==> config.mk <==
export PLATFORM = sky130hd
export DESIGN_NAME = mem_stage_flat
export DESIGN_NICKNAME = d
export VERILOG_FILES = /design/src/rtl/mem_stage_pkg.sv /design/src/rtl/mem_stage_if.sv /design/src/rtl/mem_stage_wb.sv /design/src/rtl/mem_stage.sv /design/src/flat_wrapper.sv
export SDC_FILE = /design/constraint.sdc
export NUM_CORES = 1
export LEC_CHECK = 0
export BUFFER_PORTS_ARGS = -buffer_cell sky130_fd_sc_hd__buf_4
export CORE_ASPECT_RATIO = 1.25
export CORE_UTILIZATION = 39
export DETAILED_ROUTE_END_ITERATION = 8
export PLACE_DENSITY_LB_ADDON = 0.15
export SLEW_MARGIN = 10
export SYNTH_ARGS = -nofsm -noshare
export SYNTH_HDL_FRONTEND = slang
export SYNTH_SLANG_ARGS = --single-unit
==> constraint.sdc <==
create_clock -name clock -period 1.3 [get_ports clock]
set_input_delay 0.13 -clock clock [delete_from_list [all_inputs] [get_ports clock]]
set_output_delay 0.13 -clock clock [all_outputs]
set_load 0.005 [all_outputs]
==> src/rtl/mem_stage_pkg.sv <==
// -----------------------------------------------------------------------------
// cpu_pkg : shared constants for the CPU pipeline's memory stage.
//   ADDR_W_DEF : data-memory word-address width
//   DATA_W_DEF : datapath width
//   REG_W_DEF  : register-index width
//   MMIO_ADDR  : word address decoded as the memory-mapped I/O port
//                (only meaningful when MEM_STAGE_MMIO_EN is defined)
// -----------------------------------------------------------------------------
package cpu_pkg;
  localparam int ADDR_W_DEF = 8;
  localparam int DATA_W_DEF = 16;
  localparam int REG_W_DEF  = 3;

  // All-ones word address: the top RAM word is given up to I/O.
  localparam logic [ADDR_W_DEF-1:0] MMIO_ADDR = '1;
endpackage

==> src/rtl/mem_stage_if.sv <==
// -----------------------------------------------------------------------------
// mem_stage_if : bundle of the EX/MEM inputs, hazard controls, data-memory
// drive and MEM/WB outputs of the memory stage.
//   master : pipeline/memory side (drives ex_*, stall, flush, dm_q)
//   slave  : mem_stage side (drives dm_*, wb_*, fwd_data)
// -----------------------------------------------------------------------------
interface mem_stage_if
  import cpu_pkg::*;
#(
  parameter int ADDR_W = ADDR_W_DEF,
  parameter int DATA_W = DATA_W_DEF,
  parameter int REG_W  = REG_W_DEF
);
  logic              ex_valid;
  logic              ex_mem_read;
  logic              ex_mem_write;
  logic              ex_reg_write;
  logic [DATA_W-1:0] ex_alu_result;
  logic [DATA_W-1:0] ex_store_data;
  logic [REG_W-1:0]  ex_rd;
  logic              stall;
  logic              flush;
  logic [ADDR_W-1:0] dm_address;
  logic              dm_we;
  logic [DATA_W-1:0] dm_data;
  logic [DATA_W-1:0] dm_q;
  logic              wb_valid;
  logic              wb_reg_write;
  logic [REG_W-1:0]  wb_rd;
  logic [DATA_W-1:0] wb_data;
  logic [DATA_W-1:0] fwd_data;

  modport master (
    output ex_valid, ex_mem_read, ex_mem_write, ex_reg_write,
           ex_alu_result, ex_store_data, ex_rd, stall, flush, dm_q,
    input  dm_address, dm_we, dm_data,
           wb_valid, wb_reg_write, wb_rd, wb_data, fwd_data
  );

  modport slave (
    input  ex_valid, ex_mem_read, ex_mem_write, ex_reg_write,
           ex_alu_result, ex_store_data, ex_rd, stall, flush, dm_q,
    output dm_address, dm_we, dm_data,
           wb_valid, wb_reg_write, wb_rd, wb_data, fwd_data
  );
endinterface

==> src/rtl/mem_stage_wb.sv <==
// -----------------------------------------------------------------------------
// mem_wb_reg : MEM/WB pipeline register bank.
//   i_clock, i_rst_n     : clock, async active-low reset (clears everything)
//   i_stall, i_flush     : hold / kill; flush wins over stall
//   i_valid, i_reg_write : qualifier and write-enable from the MEM stage
//   i_rd, i_data         : destination register and stage result
//   o_*                  : registered copies toward write-back
// -----------------------------------------------------------------------------
module mem_wb_reg
  import cpu_pkg::*;
#(
  parameter int DATA_W = DATA_W_DEF,
  parameter int REG_W  = REG_W_DEF
) (
  input  logic              i_clock,
  input  logic              i_rst_n,
  input  logic              i_stall,
  input  logic              i_flush,
  input  logic              i_valid,
  input  logic              i_reg_write,
  input  logic [REG_W-1:0]  i_rd,
  input  logic [DATA_W-1:0] i_data,
  output logic              o_valid,
  output logic              o_reg_write,
  output logic [REG_W-1:0]  o_rd,
  output logic [DATA_W-1:0] o_data
);
  logic              r_valid;
  logic              r_reg_write;
  logic [REG_W-1:0]  r_rd;
  logic [DATA_W-1:0] r_data;

  always_ff @(posedge i_clock or negedge i_rst_n) begin
    if (!i_rst_n) begin
      r_valid     <= 1'b0;
      r_reg_write <= 1'b0;
      r_rd        <= '0;
      r_data      <= '0;
    end else if (i_flush) begin
      // Killing the qualifiers is enough; rd/data are don't-care when invalid.
      r_valid     <= 1'b0;
      r_reg_write <= 1'b0;
    end else if (!i_stall) begin
      r_valid     <= i_valid;
      r_reg_write <= i_valid & i_reg_write;
      r_rd        <= i_rd;
      r_data      <= i_data;
    end
  end

  assign o_valid     = r_valid;
  assign o_reg_write = r_reg_write;
  assign o_rd        = r_rd;
  assign o_data      = r_data;
endmodule

==> src/rtl/mem_stage.sv <==
// -----------------------------------------------------------------------------
// mem_stage : pipeline memory stage. Drives the data memory from the EX/MEM
// values, selects load data or ALU result, forwards it combinationally and
// registers it into MEM/WB (mem_wb_reg).
//   clock, rst_n : clock, async active-low reset
//   bus          : mem_stage_if.slave (ex_*, stall, flush, dm_*, wb_*, fwd_data)
//   io_in/io_out : memory-mapped I/O port, present only with MEM_STAGE_MMIO_EN
// Build option: define MEM_STAGE_MMIO_EN to decode word address MMIO_ADDR as
// I/O instead of RAM.
// -----------------------------------------------------------------------------
module mem_stage
  import cpu_pkg::*;
#(
  parameter int ADDR_W = ADDR_W_DEF,
  parameter int DATA_W = DATA_W_DEF,
  parameter int REG_W  = REG_W_DEF
) (
  input  logic              clock,
  input  logic              rst_n,
  mem_stage_if.slave        bus
`ifdef MEM_STAGE_MMIO_EN
  ,
  input  logic [DATA_W-1:0] io_in,
  output logic [DATA_W-1:0] io_out
`endif
);
  logic [ADDR_W-1:0] w_addr;
  logic              w_store_go;
  logic [DATA_W-1:0] w_rd_data;
  logic [DATA_W-1:0] w_result;

  // Upper address bits are dropped: addresses wrap modulo 2^ADDR_W.
  assign w_addr = bus.ex_alu_result[ADDR_W-1:0];

  // rst_n is folded in so a store in flight while reset is low is dropped.
  assign w_store_go = rst_n & bus.ex_valid & bus.ex_mem_write & ~bus.stall & ~bus.flush;

`ifdef MEM_STAGE_MMIO_EN
  logic              w_is_io;
  logic [DATA_W-1:0] r_io_out;

  assign w_is_io   = (w_addr == ADDR_W'(MMIO_ADDR));
  assign w_rd_data = w_is_io ? io_in : bus.dm_q;
  assign bus.dm_we = w_store_go & ~w_is_io;

  always_ff @(posedge clock or negedge rst_n) begin
    if (!rst_n) begin
      r_io_out <= '0;
    end else if (w_store_go && w_is_io) begin
      r_io_out <= bus.ex_store_data;
    end
  end

  assign io_out = r_io_out;
`else
  assign w_rd_data = bus.dm_q;
  assign bus.dm_we = w_store_go;
`endif

  assign bus.dm_address = w_addr;
  assign bus.dm_data    = bus.ex_store_data;

  // Read+write together behaves as a store; the load path still returns the
  // pre-write memory word because dm_q is sampled before the write edge.
  assign w_result     = bus.ex_mem_read ? w_rd_data : bus.ex_alu_result;
  assign bus.fwd_data = w_result;

  mem_wb_reg #(
    .DATA_W (DATA_W),
    .REG_W  (REG_W)
  ) u_mem_wb_reg (
    .i_clock     (clock),
    .i_rst_n     (rst_n),
    .i_stall     (bus.stall),
    .i_flush     (bus.flush),
    .i_valid     (bus.ex_valid),
    .i_reg_write (bus.ex_reg_write),
    .i_rd        (bus.ex_rd),
    .i_data      (w_result),
    .o_valid     (bus.wb_valid),
    .o_reg_write (bus.wb_reg_write),
    .o_rd        (bus.wb_rd),
    .o_data      (bus.wb_data)
  );
endmodule

==> src/flat_wrapper.sv <==
// flat-port wrapper written by rule: the top's interface ports become plain ports
module mem_stage_flat import cpu_pkg::*;
#(
  parameter int ADDR_W = ADDR_W_DEF,
  parameter int DATA_W = DATA_W_DEF,
  parameter int REG_W  = REG_W_DEF
)
  (clock, rst_n, bus_ex_valid, bus_ex_mem_read, bus_ex_mem_write, bus_ex_reg_write, bus_ex_alu_result, bus_ex_store_data, bus_ex_rd, bus_stall, bus_flush, bus_dm_q, bus_dm_address, bus_dm_we, bus_dm_data, bus_wb_valid, bus_wb_reg_write, bus_wb_rd, bus_wb_data, bus_fwd_data);
  mem_stage_if #(.ADDR_W(ADDR_W), .DATA_W(DATA_W), .REG_W(REG_W)) bus_i ();
  input  logic clock;
  input  logic rst_n;
  input wire logic [$bits(bus_i.ex_valid)-1:0] bus_ex_valid;
  input wire logic [$bits(bus_i.ex_mem_read)-1:0] bus_ex_mem_read;
  input wire logic [$bits(bus_i.ex_mem_write)-1:0] bus_ex_mem_write;
  input wire logic [$bits(bus_i.ex_reg_write)-1:0] bus_ex_reg_write;
  input wire logic [$bits(bus_i.ex_alu_result)-1:0] bus_ex_alu_result;
  input wire logic [$bits(bus_i.ex_store_data)-1:0] bus_ex_store_data;
  input wire logic [$bits(bus_i.ex_rd)-1:0] bus_ex_rd;
  input wire logic [$bits(bus_i.stall)-1:0] bus_stall;
  input wire logic [$bits(bus_i.flush)-1:0] bus_flush;
  input wire logic [$bits(bus_i.dm_q)-1:0] bus_dm_q;
  output wire logic [$bits(bus_i.dm_address)-1:0] bus_dm_address;
  output wire logic [$bits(bus_i.dm_we)-1:0] bus_dm_we;
  output wire logic [$bits(bus_i.dm_data)-1:0] bus_dm_data;
  output wire logic [$bits(bus_i.wb_valid)-1:0] bus_wb_valid;
  output wire logic [$bits(bus_i.wb_reg_write)-1:0] bus_wb_reg_write;
  output wire logic [$bits(bus_i.wb_rd)-1:0] bus_wb_rd;
  output wire logic [$bits(bus_i.wb_data)-1:0] bus_wb_data;
  output wire logic [$bits(bus_i.fwd_data)-1:0] bus_fwd_data;
  assign bus_i.ex_valid = bus_ex_valid;
  assign bus_i.ex_mem_read = bus_ex_mem_read;
  assign bus_i.ex_mem_write = bus_ex_mem_write;
  assign bus_i.ex_reg_write = bus_ex_reg_write;
  assign bus_i.ex_alu_result = bus_ex_alu_result;
  assign bus_i.ex_store_data = bus_ex_store_data;
  assign bus_i.ex_rd = bus_ex_rd;
  assign bus_i.stall = bus_stall;
  assign bus_i.flush = bus_flush;
  assign bus_i.dm_q = bus_dm_q;
  assign bus_dm_address = bus_i.dm_address;
  assign bus_dm_we = bus_i.dm_we;
  assign bus_dm_data = bus_i.dm_data;
  assign bus_wb_valid = bus_i.wb_valid;
  assign bus_wb_reg_write = bus_i.wb_reg_write;
  assign bus_wb_rd = bus_i.wb_rd;
  assign bus_wb_data = bus_i.wb_data;
  assign bus_fwd_data = bus_i.fwd_data;
  mem_stage #(.ADDR_W(ADDR_W), .DATA_W(DATA_W), .REG_W(REG_W)) u_core (.clock(clock), .rst_n(rst_n), .bus(bus_i));
endmodule
# Word-level counts from Yosys, hierarchy flattened
# Cells that the tools add are included.
# W data, S select, Z words.
[totals]
regBits = 21
latchBits = 0
mem_bits_rw = 0
romBits = 0
input_bits = 59
wordCells = 18
n_memories = 0
[classes]
add_sub_neg = 0
mul = 0
n_div = 0
magnitude_cmp = 0
eq_ne = 1
shift = 0
muxes = 5
bitwise = 7
n_reduce_logical = 1
[op_table]
columns = ["cell", "count"]
rows = [
  ["$mux W16", 1],
  ["$and A1 B1 Y1", 5],
  ["$mux W1", 4],
  ["$ne A2 B1 Y1 const B", 1],
  ["$not A1 Y1", 2],
  ["$reduce_and A2 Y1", 1],
]

# Longest topological paths before layout
# Gate-level depths: netlist (run 1).
[logic_depth]
ltp_word = 4
ltp_mapped = 4

# Modules after synthesis
# Synthesis (run 1) repeated with hierarchy kept, for this count alone.
[unflattened]
hier_cells = 91
hier_area_um2 = 1277.5
[by_module_without_submodules]
columns = ["mod", "n_inst", "cells_each", "area_per_inst_um2", "seq_area_each_um2"]
rows = [
  ["mem_wb_reg", 1, 47, 838.3, 525.5],
  ["mem_stage", 1, 44, 439.2, 0.0],
]

# Worst setup path after synthesis (run 1)
# Ideal clock, no wire load.
[synth_path]
path_type = "input to register"
from = "input bus_ex_mem_read"
to = "register u_core.u_mem_wb_reg.r_data[5] (netlist: u_core.u_mem_wb_reg.o_data[5])"
setup_ps = 125
arrival_time_ps = 935
slack_ps = 240
cell_stages = 4
path_buffers = 2
cell_sequence = "buf_6 > buf_12 > mux2_4 > mux2_2"
[synth_via]
elab_chain_len = 1
[synth_lines]
columns = ["item", "line", "source"]
rows = [
  ["from (decl)", "flat_wrapper.sv:13", "input wire logic [$bits(bus_i.ex_mem_read)-1:0] bus_ex_mem_read;"],
  ["$mux W16", "mem_stage.sv:65", "assign w_result = bus.ex_mem_read ? w_rd_data : bus.ex_alu_result;"],
  ["named net bus_fwd_data[5]", "flat_wrapper.sv:29", "output wire logic [$bits(bus_i.fwd_data)-1:0] bus_fwd_data;"],
  ["to (signal assigned)", "mem_stage_wb.sv:47", "r_data <= i_data;"],
  ["to (decl)", "mem_stage_wb.sv:31", "logic [DATA_W-1:0] r_data;"],
]
# The timed path passes the listed nets, and every way through them passes these cells.
# A chain may end at the register's enable or synchronous reset.

# Worst setup path after layout (run 1)
[layout_path]
from = "input rst_n"
to = "output bus_dm_we"
[layout_via]
elab_chain_len = 4
[layout_lines]
columns = ["item", "line", "source"]
rows = [
  ["from (decl)", "flat_wrapper.sv:11", "input logic rst_n;"],
  ["$and A1 B1 Y1 (4 in a row)", "mem_stage.sv:36", "assign w_store_go = rst_n & bus.ex_valid & bus.ex_mem_write & ~bus.stall & ~bus.flush;"],
  ["to (decl)", "flat_wrapper.sv:23", "output wire logic [$bits(bus_i.dm_we)-1:0] bus_dm_we;"],
]
# No other way between the ends.

==> reports/results.tsv, run 1 <==
stage	metric	value	unit
pwr	power.density	954.3	nW/µm²
timing	setup_viol	0	
timing	rsz0062_at_grt	false	
critical_path	crit_type	in2out	
timing	skew	0	ns
timing	timing.setup.tns	0	ns
cells_and_area	n_antenna_cell	0	
floorplanning	fp.dieArea	3400	µm²
yosys	synth_adder_area_share	0	%
floorplanning	placementRows	22	
floorplanning	die_w	52.36	µm
grt	overflow	0	
grt	grt_antenna_before_repair	0	
clocking	clock_latency	0.29	ns
routing	drc_errors	0	
yosys	seq_area_frac_synth	42.51	%
timing	hold_viol	0	
grt	grt_usage	14.97	%
routing	viasPerCell	4.774	
yosys	synth_area	1236	µm²
critical_path	critPathMaxFanout	2	
floorplanning	core_area	2973	µm²
clocking	postCtsSetupBuffers	0	
pwr	ir_drop	0.8013	mV
grt	grt_first_pass_wirelength	3815	µm
critical_path	arrival	1.07	ns
placed_design	port_buffers	88	
clocking	clockRootBuffer	clkbuf_4	
flow_run	maxCapViolCount	0	
yosys	syn_inst	92	
timing	fin_crit_sh	92.31	%
routing	wirelength	2627	µm
yosys	synth-seq-cells	21	
yosys	synth_top_family_by_area	multiplexers	
cells_and_area	nets	219	
routing	vias	931	
cells_and_area	layout-drive-gt1-share	80.50	%
timing	slew_violations	0	
yosys	muxShareOfSynthArea	35.73	%
routing	dr.pass1.iters	3	
clocking	cts_tree	built	
timing	hold_slack	0.06837	ns
yosys	synth-simple-area-share	2.429	%
yosys	ys_types	13	
grt	grt_max_degree	22	
cells_and_area	fillCellCount	265	
grt	grt_pass1_vias	938	
pwr	combPwrFrac	34.2	%
timing	slew-limit-headroom	69.13	%
timing	fin_crit	1.200	ns
cells_and_area	area.growth.synth_to_final	42.51	%
yosys	synth-xor-area-share	0	%
placed_design	gp_congestion	0.7922	
yosys	yosys_warnings	0	
pwr	clkPwrFrac	17.8	%
min_path	holdCritPathClass	in2reg	
pwr	swShare	24.35	%
clocking	cts_buffer_depth	2	
critical_path	required	1.17	ns
clocking	cts_inserted_buffers	3	
timing	max_freq	833.3	MHz
clocking	cts_resized	0	
cells_and_area	postLayoutCoreUtil	59.26	%
floorplanning	top_level_ports	121	
critical_path	critPathLaunchType	input pin	
routing	first_iter_violations	12	
floorplanning	start_util	41.58	%
yosys	syn_area_per_cell	13.44	µm²
pwr	p_int	1.272	mW
clocking	htreeDepth	1	
yosys	synth_nets	151	
outcome	outcome	complete, no violations	
pwr	seq_power_share	48.0	%
timing	worst_slew_pin_slew	0.4631	ns
yosys	synth-compound-area-share	0.4049	%
clocking	cts_hold_buf	2	
floorplanning	die_y	64.95	µm
clocking	clock_sinks	21	
routing	ant_nets	0	
clocking	clk_pin_slew	0.11	ns
routing	wl_per_cell	13.47	µm
critical_path	critPathCaptureType	output port	
pwr	p_leak	0.9034	nW
pwr	power.switching	409.4	µW
[cells in the mapped netlist]
cell type | n | area share (%)
mux2_2 | 25 | 23
buf_4 | 24 | 15
dfrtp_1 | 21 | 43
mux2_4 | 10 | 12
buf_6 | 3 | 2.7
nor2_1 | 2 | 0.61
a21oi_1 | 1 | 0.40
buf_12 | 1 | 1.6
mux2i_1 | 1 | 0.81
nand2_1 | 1 | 0.30
nand3_1 | 1 | 0.40
nand3b_1 | 1 | 0.61
or2_2 | 1 | 0.51
[cells by family (layout without fill, tap and decap cells)]
kind of cell	count (synthesis)	in the layout
muxes	36	36
buffers and inverters	28	95
DFF	21	21
and+or+nand+nor	6	6
AOI/OAI and AO/OA	1	1
[placed cells by master, fill, tap and decap left out]
master,n
clkbuf_1,1
or2_2,1
nand3_1,1
nor2_1,2
dfrtp_1,21
mux2_4,10
a21oi_1,1
mux2_2,25
mux2i_1,1
nand2_1,1
buf_4,89
nand3b_1,1
clkbuf_4,3
dlygate4sd3_1,2
[power by group through the flow]
stage	logic [mW]	registers, mW	clock network, mW
floorplan	0.268	0.824	0
global route	0.621	0.821	0.337
CTS	0.587	0.808	0.318
finish	0.575	0.807	0.299
detailed placement	0.581	0.821	0
global placement	0.567	0.816	0
[flip-flops by register name, indices dropped and copies added, names as in the netlist]
signal and count:
u_core.u_mem_wb_reg.o_data 16, u_core.u_mem_wb_reg.o_reg_write 1, u_core.u_mem_wb_reg.o_rd 3, u_core.u_mem_wb_reg.o_valid 1
[area by class of cell]
class	instances	area (µm²)	share of cell area, %
timing repair buffer	91	688.2	39.06
multi-input combinational	43	476.7	27.06
tap	36	45.04	2.557
sequential	21	525.5	29.83
clock buffer	4	26.28	1.491
[worst max-delay path: stages]
cell and delay, ns:
dlygate4sd3_1 0.53, buf_4 0.14, nand3_1 0.07, nor2_1 0.04, buf_4 0.15
[per-layer routing]
metal  vias to the layer above  part of all wire [%]  track usage [%]
li1                        421                     -                -
met1                       445                    31            13.19
met2                        63                    55            27.53
met3                         2                    13            6.338
met4                         0                  0.76            7.566
met5                         -                     0                0
[worst paths after layout]
check | start | endpoint | slack, ns | depth (start not counted)
max | rst_n | bus_dm_we | 0.1 | 5
min | bus_ex_rd[2] | u_core.u_mem_wb_reg.o_rd[2] | 0.07 | 2
max reg2reg | u_core.u_mem_wb_reg.o_data[4] | u_core.u_mem_wb_reg.o_data[4] | 0.53 | 1
min reg2reg | u_core.u_mem_wb_reg.o_data[0] | u_core.u_mem_wb_reg.o_data[0] | 0.52 | 1
max in group asynchronous | rst_n | u_core.u_mem_wb_reg.o_data[2] | 0.75 | 3
min in group asynchronous | rst_n | u_core.u_mem_wb_reg.o_data[12] | 0.34 | 3
[through the flow]
step | std cells | setup WS (ns) | total power [mW] | instance area, µm²
after floorplan | 92 | 0.2398 | 1.092 | 1236
after global placement | 189 | 0.09670 | 1.383 | 1715
after detailed placement | 189 | 0.07159 | 1.403 | 1715
after CTS | 195 | 0.08449 | 1.713 | 1762
after global routing | 195 | 0.02240 | 1.779 | 1762
final | 195 | 0.09999 | 1.681 | 1762
Power figures use the tool's default switching activity.
==> run 2, diff against run 1 <==
--- a/config.mk
+++ b/config.mk
@@ -9,7 +9,8 @@
 export CORE_ASPECT_RATIO = 1.25
 export CORE_UTILIZATION = 39
 export DETAILED_ROUTE_END_ITERATION = 8
-export PLACE_DENSITY_LB_ADDON = 0.15
+export PLACE_DENSITY = 0.95
+export RECOVER_POWER = 100
 export SLEW_MARGIN = 10
 export SYNTH_ARGS = -nofsm -noshare
 export SYNTH_HDL_FRONTEND = slang
==> reports/results.tsv, run 2 (synthesis gave the netlist of run 1 again) <==
stage	metric	value	unit	change
critical_path	critPathMaxFanout	2		unchanged
cells_and_area	area.growth.synth_to_final	38.77	%	
timing	fin_crit	1.212	ns	+0.01195 ns
timing	max_freq	825.1	MHz	-0.99%
timing	timing.setup.tns	0	ns	unchanged
grt	grt_usage	15.21	%	+0.24 points
critical_path	critPathCaptureType	output port		
cells_and_area	layout-drive-gt1-share	70.44	%	-10 points
clocking	clock_latency	0.28	ns	about the same
critical_path	crit_type	in2out		
routing	drc_errors	0		unchanged
critical_path	critPathMostFrequentCell	buf_4		
critical_path	worst_path_max_delay_cell	dlygate4sd3_1		
floorplanning	die_w	52.36	µm	unchanged
min_path	min_from	bus_ex_rd[2]		
pwr	p_leak	0.8510	nW	-5.8%
cells_and_area	fin_area	1715	µm²	-2.6%
critical_path	required	1.17	ns	about the same
cells_and_area	multi_input_comb_area	442.9	µm²	-7.1%
timing	worst_slew_pin_slew	0.4932	ns	+0.03014 ns
cells_and_area	final_common_cell	buf_4		
cells_and_area	nets	219		unchanged
timing	skew	0	ns	unchanged
clocking	clk_pin_slew	0.10	ns	about the same
clocking	cts_buffer_depth	2		unchanged
floorplanning	fp.dieArea	3400	µm²	unchanged
critical_path	crit_start	rst_n		
routing	vias	937		+0.64%
placed_design	port_buffers	88		unchanged
critical_path	arrival	1.08	ns	about the same
floorplanning	top_level_ports	121		unchanged
routing	viasPerCell	4.805		+0.64%
grt	grt_pass1_vias	891		-5.0%
timing	setup_viol	0		unchanged
flow_run	maxCapViolCount	0		unchanged
routing	dr.pass1.iters	2		-1
timing	hold_viol	0		unchanged
grt	met1_usage	16.00	%	+2.8 points
grt	grt_use_met2	28.01	%	+0.47 points
cells_and_area	final-seq-area	525.5	µm²	unchanged
cells_and_area	layout_common_cells	buf_4 (56), clkbuf_4 (32), dfrtp_1 (21), mux2_2 (20), mux2_1 (14)		
routing	wl_per_cell	13.68	µm	+1.5%
timing	hold_slack	0.07157	ns	+0.003197 ns
floorplanning	start_util	41.58	%	unchanged
clocking	cts_tree	built		
placed_design	dpl_cell_area	1715	µm²	unchanged
grt	overflow	0		unchanged
floorplanning	core_area	2973	µm²	unchanged
routing	ant_nets	0		unchanged
critical_path	reg2reg_from	u_core.u_mem_wb_reg.o_data[9]		
critical_path	cpPeakStageDelay	0.53	ns	about the same
critical_path	critPathTopFamily	buffers and inverters		
pwr	power.density	947.4	nW/µm²	-0.72%
clocking	clockRootBuffer	clkbuf_4		
placed_design	gp_congestion	0.6727		-15%
outcome	outcome	complete, no violations		
clocking	htreeDepth	1		unchanged
grt	grt_first_pass_wirelength	3829	µm	+0.37%
floorplanning	placementRows	22		unchanged
pwr	ir_drop	0.5135	mV	-36%
critical_path	cp_cell_sequence	dlygate4sd3_1 -> buf_4 -> nand3_1 -> nor2_1 -> buf_4		
min_path	holdCritPathClass	in2reg		
timing	slew_violations	0		unchanged
grt	grt_max_degree	22		unchanged
floorplanning	die_y	64.95	µm	unchanged
timing	fin_crit_sh	93.23	%	+0.92 points
cells_and_area	fillCellCount	271		+2.3%
timing	slew-limit-headroom	67.12	%	-2.0 points
timing	rsz0062_at_grt	false		
critical_path	worst-path-buf-inv	3		unchanged
routing	first_iter_violations	4		-8
cells_and_area	n_antenna_cell	0		unchanged
routing	wirelength	2667	µm	+1.5%
clocking	cts_resized	0		unchanged
grt	grt_antenna_before_repair	0		unchanged
grt	top_usage_layer	met2		
clocking	clock_sinks	21		unchanged
cells_and_area	largest_register_ff_count	16		unchanged
critical_path	critPathLaunchType	input pin		
clocking	cts_inserted_buffers	3		unchanged
grt	use_met3	3.521	%	-2.8 points
[run 2: area by class of cell]
cell class,count,share of cell area (%)
Tap cell,36,2.626
Sequential cell,21,30.63
Timing Repair Buffer,91,39.39
Multi-Input combinational cell,43,25.82
Clock buffer,4,1.532
[run 2: metal layers]
metal,vias to the layer above,part of all wire (%)
li1,429,-
met1,431,32
met2,71,52
met3,6,14
met4,0,1.3
met5,-,0
[run 2: where the power goes]
part           total [mW]  switching (mW)  internal, mW
combinational       0.530           0.175         0.356
sequential          0.809          0.0541         0.755
clock               0.286           0.167         0.119
total                1.63           0.396          1.23
[run 2: through the flow]
step                total power, mW  std cells  setup slack (ns)  utilization [%]
CTS                           1.711        195           0.09781            59.26
global route                  1.744        195           0.01656            57.70
finish                        1.625        195           0.08804            57.70
global placement              1.379        189            0.1145            57.70
detailed placement            1.408        189           0.07526            57.70
floorplan                     1.092         92            0.2398                -
[run 2: repair_timing]
action / in CTS / in global routing
endpoints found under the hold margin: 23 / 0
buffers inserted: 0 / 0
hold buffers: 2 / 0
[run 2: path summary, 6_finish.rpt]
check | to | slack [ns] | cells past startpoint
max in group asynchronous | u_core.u_mem_wb_reg.o_data[1] | 0.54 | 3
max reg2reg | u_core.u_mem_wb_reg.o_data[9] | 0.50 | 1
min | u_core.u_mem_wb_reg.o_rd[2] | 0.07 | 2
min in group asynchronous | u_core.u_mem_wb_reg.o_rd[2] | 0.43 | 3
max | bus_dm_we | 0.09 | 5
min reg2reg | u_core.u_mem_wb_reg.o_data[11] | 0.52 | 1
==> run 3, diff against run 2 <==
--- a/config.mk
+++ b/config.mk
@@ -9,7 +9,8 @@
 export CORE_ASPECT_RATIO = 1.25
 export CORE_UTILIZATION = 39
 export DETAILED_ROUTE_END_ITERATION = 8
-export PLACE_DENSITY = 0.95
+export MAX_ROUTING_LAYER = met4
+export PLACE_DENSITY = 0.92
 export RECOVER_POWER = 100
 export SLEW_MARGIN = 10
 export SYNTH_ARGS = -nofsm -noshare
==> reports/results.tsv, run 3 (synthesis gave the netlist of run 1 again) <==
stage	metric	value	unit	change
outcome	outcome	complete, no violations		
floorplanning	core_area	2973	µm²	unchanged
critical_path	critPathMaxFanout	2		unchanged
critical_path	critPathLaunchType	input pin		
critical_path	crit_start	rst_n		
grt	overflow	0		unchanged
clocking	cts_buffer_depth	2		unchanged
grt	grt_max_degree	22		unchanged
clocking	htreeDepth	1		unchanged
routing	ant_nets	0		unchanged
floorplanning	start_util	41.58	%	unchanged
flow_run	maxCapViolCount	0		unchanged
timing	max_freq	830.1	MHz	+0.61%
critical_path	required	1.17	ns	about the same
pwr	swShare	24.61	%	+0.27 points
floorplanning	fp.dieArea	3400	µm²	unchanged
critical_path	critPathTopFamily	buffers and inverters		
routing	viasPerCell	4.882		+1.6%
cells_and_area	layout_common_cells	buf_4 (55), clkbuf_4 (34), mux2_2 (21), dfrtp_1 (21), mux2_1 (13)		
critical_path	worst-path-stages	5		unchanged
cells_and_area	fillCellCount	259		-4.4%
timing	hold_viol	0		unchanged
placed_design	gp_congestion	0.5999		-11%
critical_path	crit_type	in2out		
placed_design	port_buffers	88		unchanged
routing	first_iter_violations	9		+5
pwr	clkPwrFrac	17.9	%	+0.3 points
pwr	power.switching	402.7	µW	+1.8%
timing	setup_viol	0		unchanged
grt	grt_antenna_before_repair	0		unchanged
timing	skew	0	ns	unchanged
clocking	clock_latency	0.29	ns	about the same
placed_design	dp_hpwl	2329	µm	
grt	grt_first_pass_wirelength	4153	µm	+8.5%
grt	grt_usage	16.77	%	+1.6 points
clocking	cts_resized	0		unchanged
routing	vias	952		+1.6%
critical_path	reg2reg_from	u_core.u_mem_wb_reg.o_data[1]		
critical_path	worst-path-buf-inv	3		unchanged
clocking	cts_inserted_buffers	3		unchanged
cells_and_area	largest_register_ff_count	16		unchanged
pwr	seq_power_share	49.2	%	-0.6 points
routing	dr.pass1.iters	2		unchanged
timing	worst_slew_pin_slew	0.5023	ns	+0.009074 ns
cells_and_area	final-seq-area	525.5	µm²	unchanged
critical_path	reg2reg_setup_slack	0.53	ns	+0.03 ns
critical_path	cpPeakStageDelay	0.53	ns	about the same
critical_path	arrival	1.07	ns	about the same
critical_path	r2r_end	u_core.u_mem_wb_reg.o_data[1]		
cells_and_area	n_antenna_cell	0		unchanged
clocking	cts_tree	built		
placed_design	dpl_cell_area	1715	µm²	unchanged
timing	timing.setup.tns	0	ns	unchanged
timing	slew-limit-headroom	66.52	%	-0.60 points
pwr	power.density	952.6	nW/µm²	+0.55%
routing	wl_per_cell	14.36	µm	+5.0%
floorplanning	placementRows	22		unchanged
critical_path	cp_cell_sequence	dlygate4sd3_1 -> buf_4 -> nand3_1 -> nor2_1 -> clkbuf_4		
timing	fin_crit	1.205	ns	-0.007349 ns
critical_path	reg2regPathDepth	1		unchanged
critical_path	worst_path_max_delay_cell	dlygate4sd3_1		
grt	grt_pass1_vias	966		+8.4%
pwr	p_int	1.234	mW	+0.33%
routing	wirelength	2800	µm	+5.0%
cells_and_area	fin_area	1718	µm²	+0.15%
cells_and_area	layout-drive-gt1-share	71.07	%	+0.63 points
min_path	holdCritPathClass	in2reg		
clocking	postCtsSetupBuffers	0		unchanged
timing	rsz0062_at_grt	false		
pwr	ir_drop	0.4888	mV	-4.8%
clocking	cts_hold_buf	2		unchanged
cells_and_area	nets	219		unchanged
floorplanning	top_level_ports	121		unchanged
cells_and_area	area.growth.synth_to_final	38.97	%	
critical_path	endpoint	bus_dm_we		
floorplanning	die_w	52.36	µm	unchanged
timing	fin_crit_sh	92.66	%	-0.57 points
pwr	combPwrFrac	32.9	%	+0.3 points
clocking	clockRootBuffer	clkbuf_4		
critical_path	critPathCaptureType	output port		
floorplanning	die_y	64.95	µm	unchanged
cells_and_area	final_common_cell	buf_4		
cells_and_area	multi_input_comb_area	442.9	µm²	unchanged
pwr	p_leak	0.8508	nW	about the same
timing	slew_violations	0		unchanged
routing	drc_errors	0		unchanged
clocking	clk_pin_slew	0.10	ns	about the same
clocking	clock_sinks	21		unchanged
==> run 3: worst min path at each step <==
stage / end / slack [ns] / start / cells past startpoint
after floorplan: u_core.u_mem_wb_reg.o_data[0] / -0.17 / rst_n / 0
final: u_core.u_mem_wb_reg.o_rd[0] / 0.07 / bus_ex_rd[0] / 2
after global routing: u_core.u_mem_wb_reg.o_rd[1] / 0.05 / bus_ex_rd[1] / 2
after detailed placement: u_core.u_mem_wb_reg.o_data[11] / 0.15 / rst_n / 2
after global placement: u_core.u_mem_wb_reg.o_data[2] / 0.14 / rst_n / 2
after CTS: u_core.u_mem_wb_reg.o_rd[0] / 0.06 / bus_ex_rd[0] / 2
==> run 3: power groups by stage <==
stage / Combinational [mW] / Clock, mW / Sequential [mW]
floorplan: 0.268 / 0 / 0.824
finish: 0.538 / 0.294 / 0.804
detailed placement: 0.586 / 0 / 0.821
global route: 0.584 / 0.346 / 0.818
CTS: 0.592 / 0.315 / 0.808
global placement: 0.562 / 0 / 0.816
==> run 3: per-stage QoR <==
| step | setup slack, ns | util, % | hold slack, ns | std cells | power (mW) |
|---|---|---|---|---|---|
| after CTS | 0.08233 | 59.26 | 0.05974 | 195 | 1.715 |
| after global placement | 0.1188 | 57.70 | 0.1406 | 189 | 1.378 |
| after floorplan | 0.2398 | - | -0.1656 | 92 | 1.092 |
| after global routing | 0.06615 | 57.79 | 0.05189 | 195 | 1.748 |
| final | 0.09539 | 57.79 | 0.07271 | 195 | 1.636 |
| after detailed placement | 0.08469 | 57.70 | 0.1505 | 189 | 1.406 |
==> run 3: final cells by class <==
class | instances | share of cell area (%)
Timing Repair Buffer | 91 | 39.48
Sequential cell | 21 | 30.59
Multi-Input combinational cell | 43 | 25.78
Tap cell | 36 | 2.622
Clock buffer | 4 | 1.529
==> run 3: per-layer routing <==
layer | GRT usage, % | wire length [µm] | up-vias | part of all wire [%]
met5 | - | 0 | - | 0
met4 | 7.237 | 36 | 0 | 1.3
met3 | 3.991 | 333 | 6 | 12
met2 | 32.44 | 1551 | 67 | 55
met1 | 14.46 | 878 | 453 | 31
li1 | - | - | 426 | -
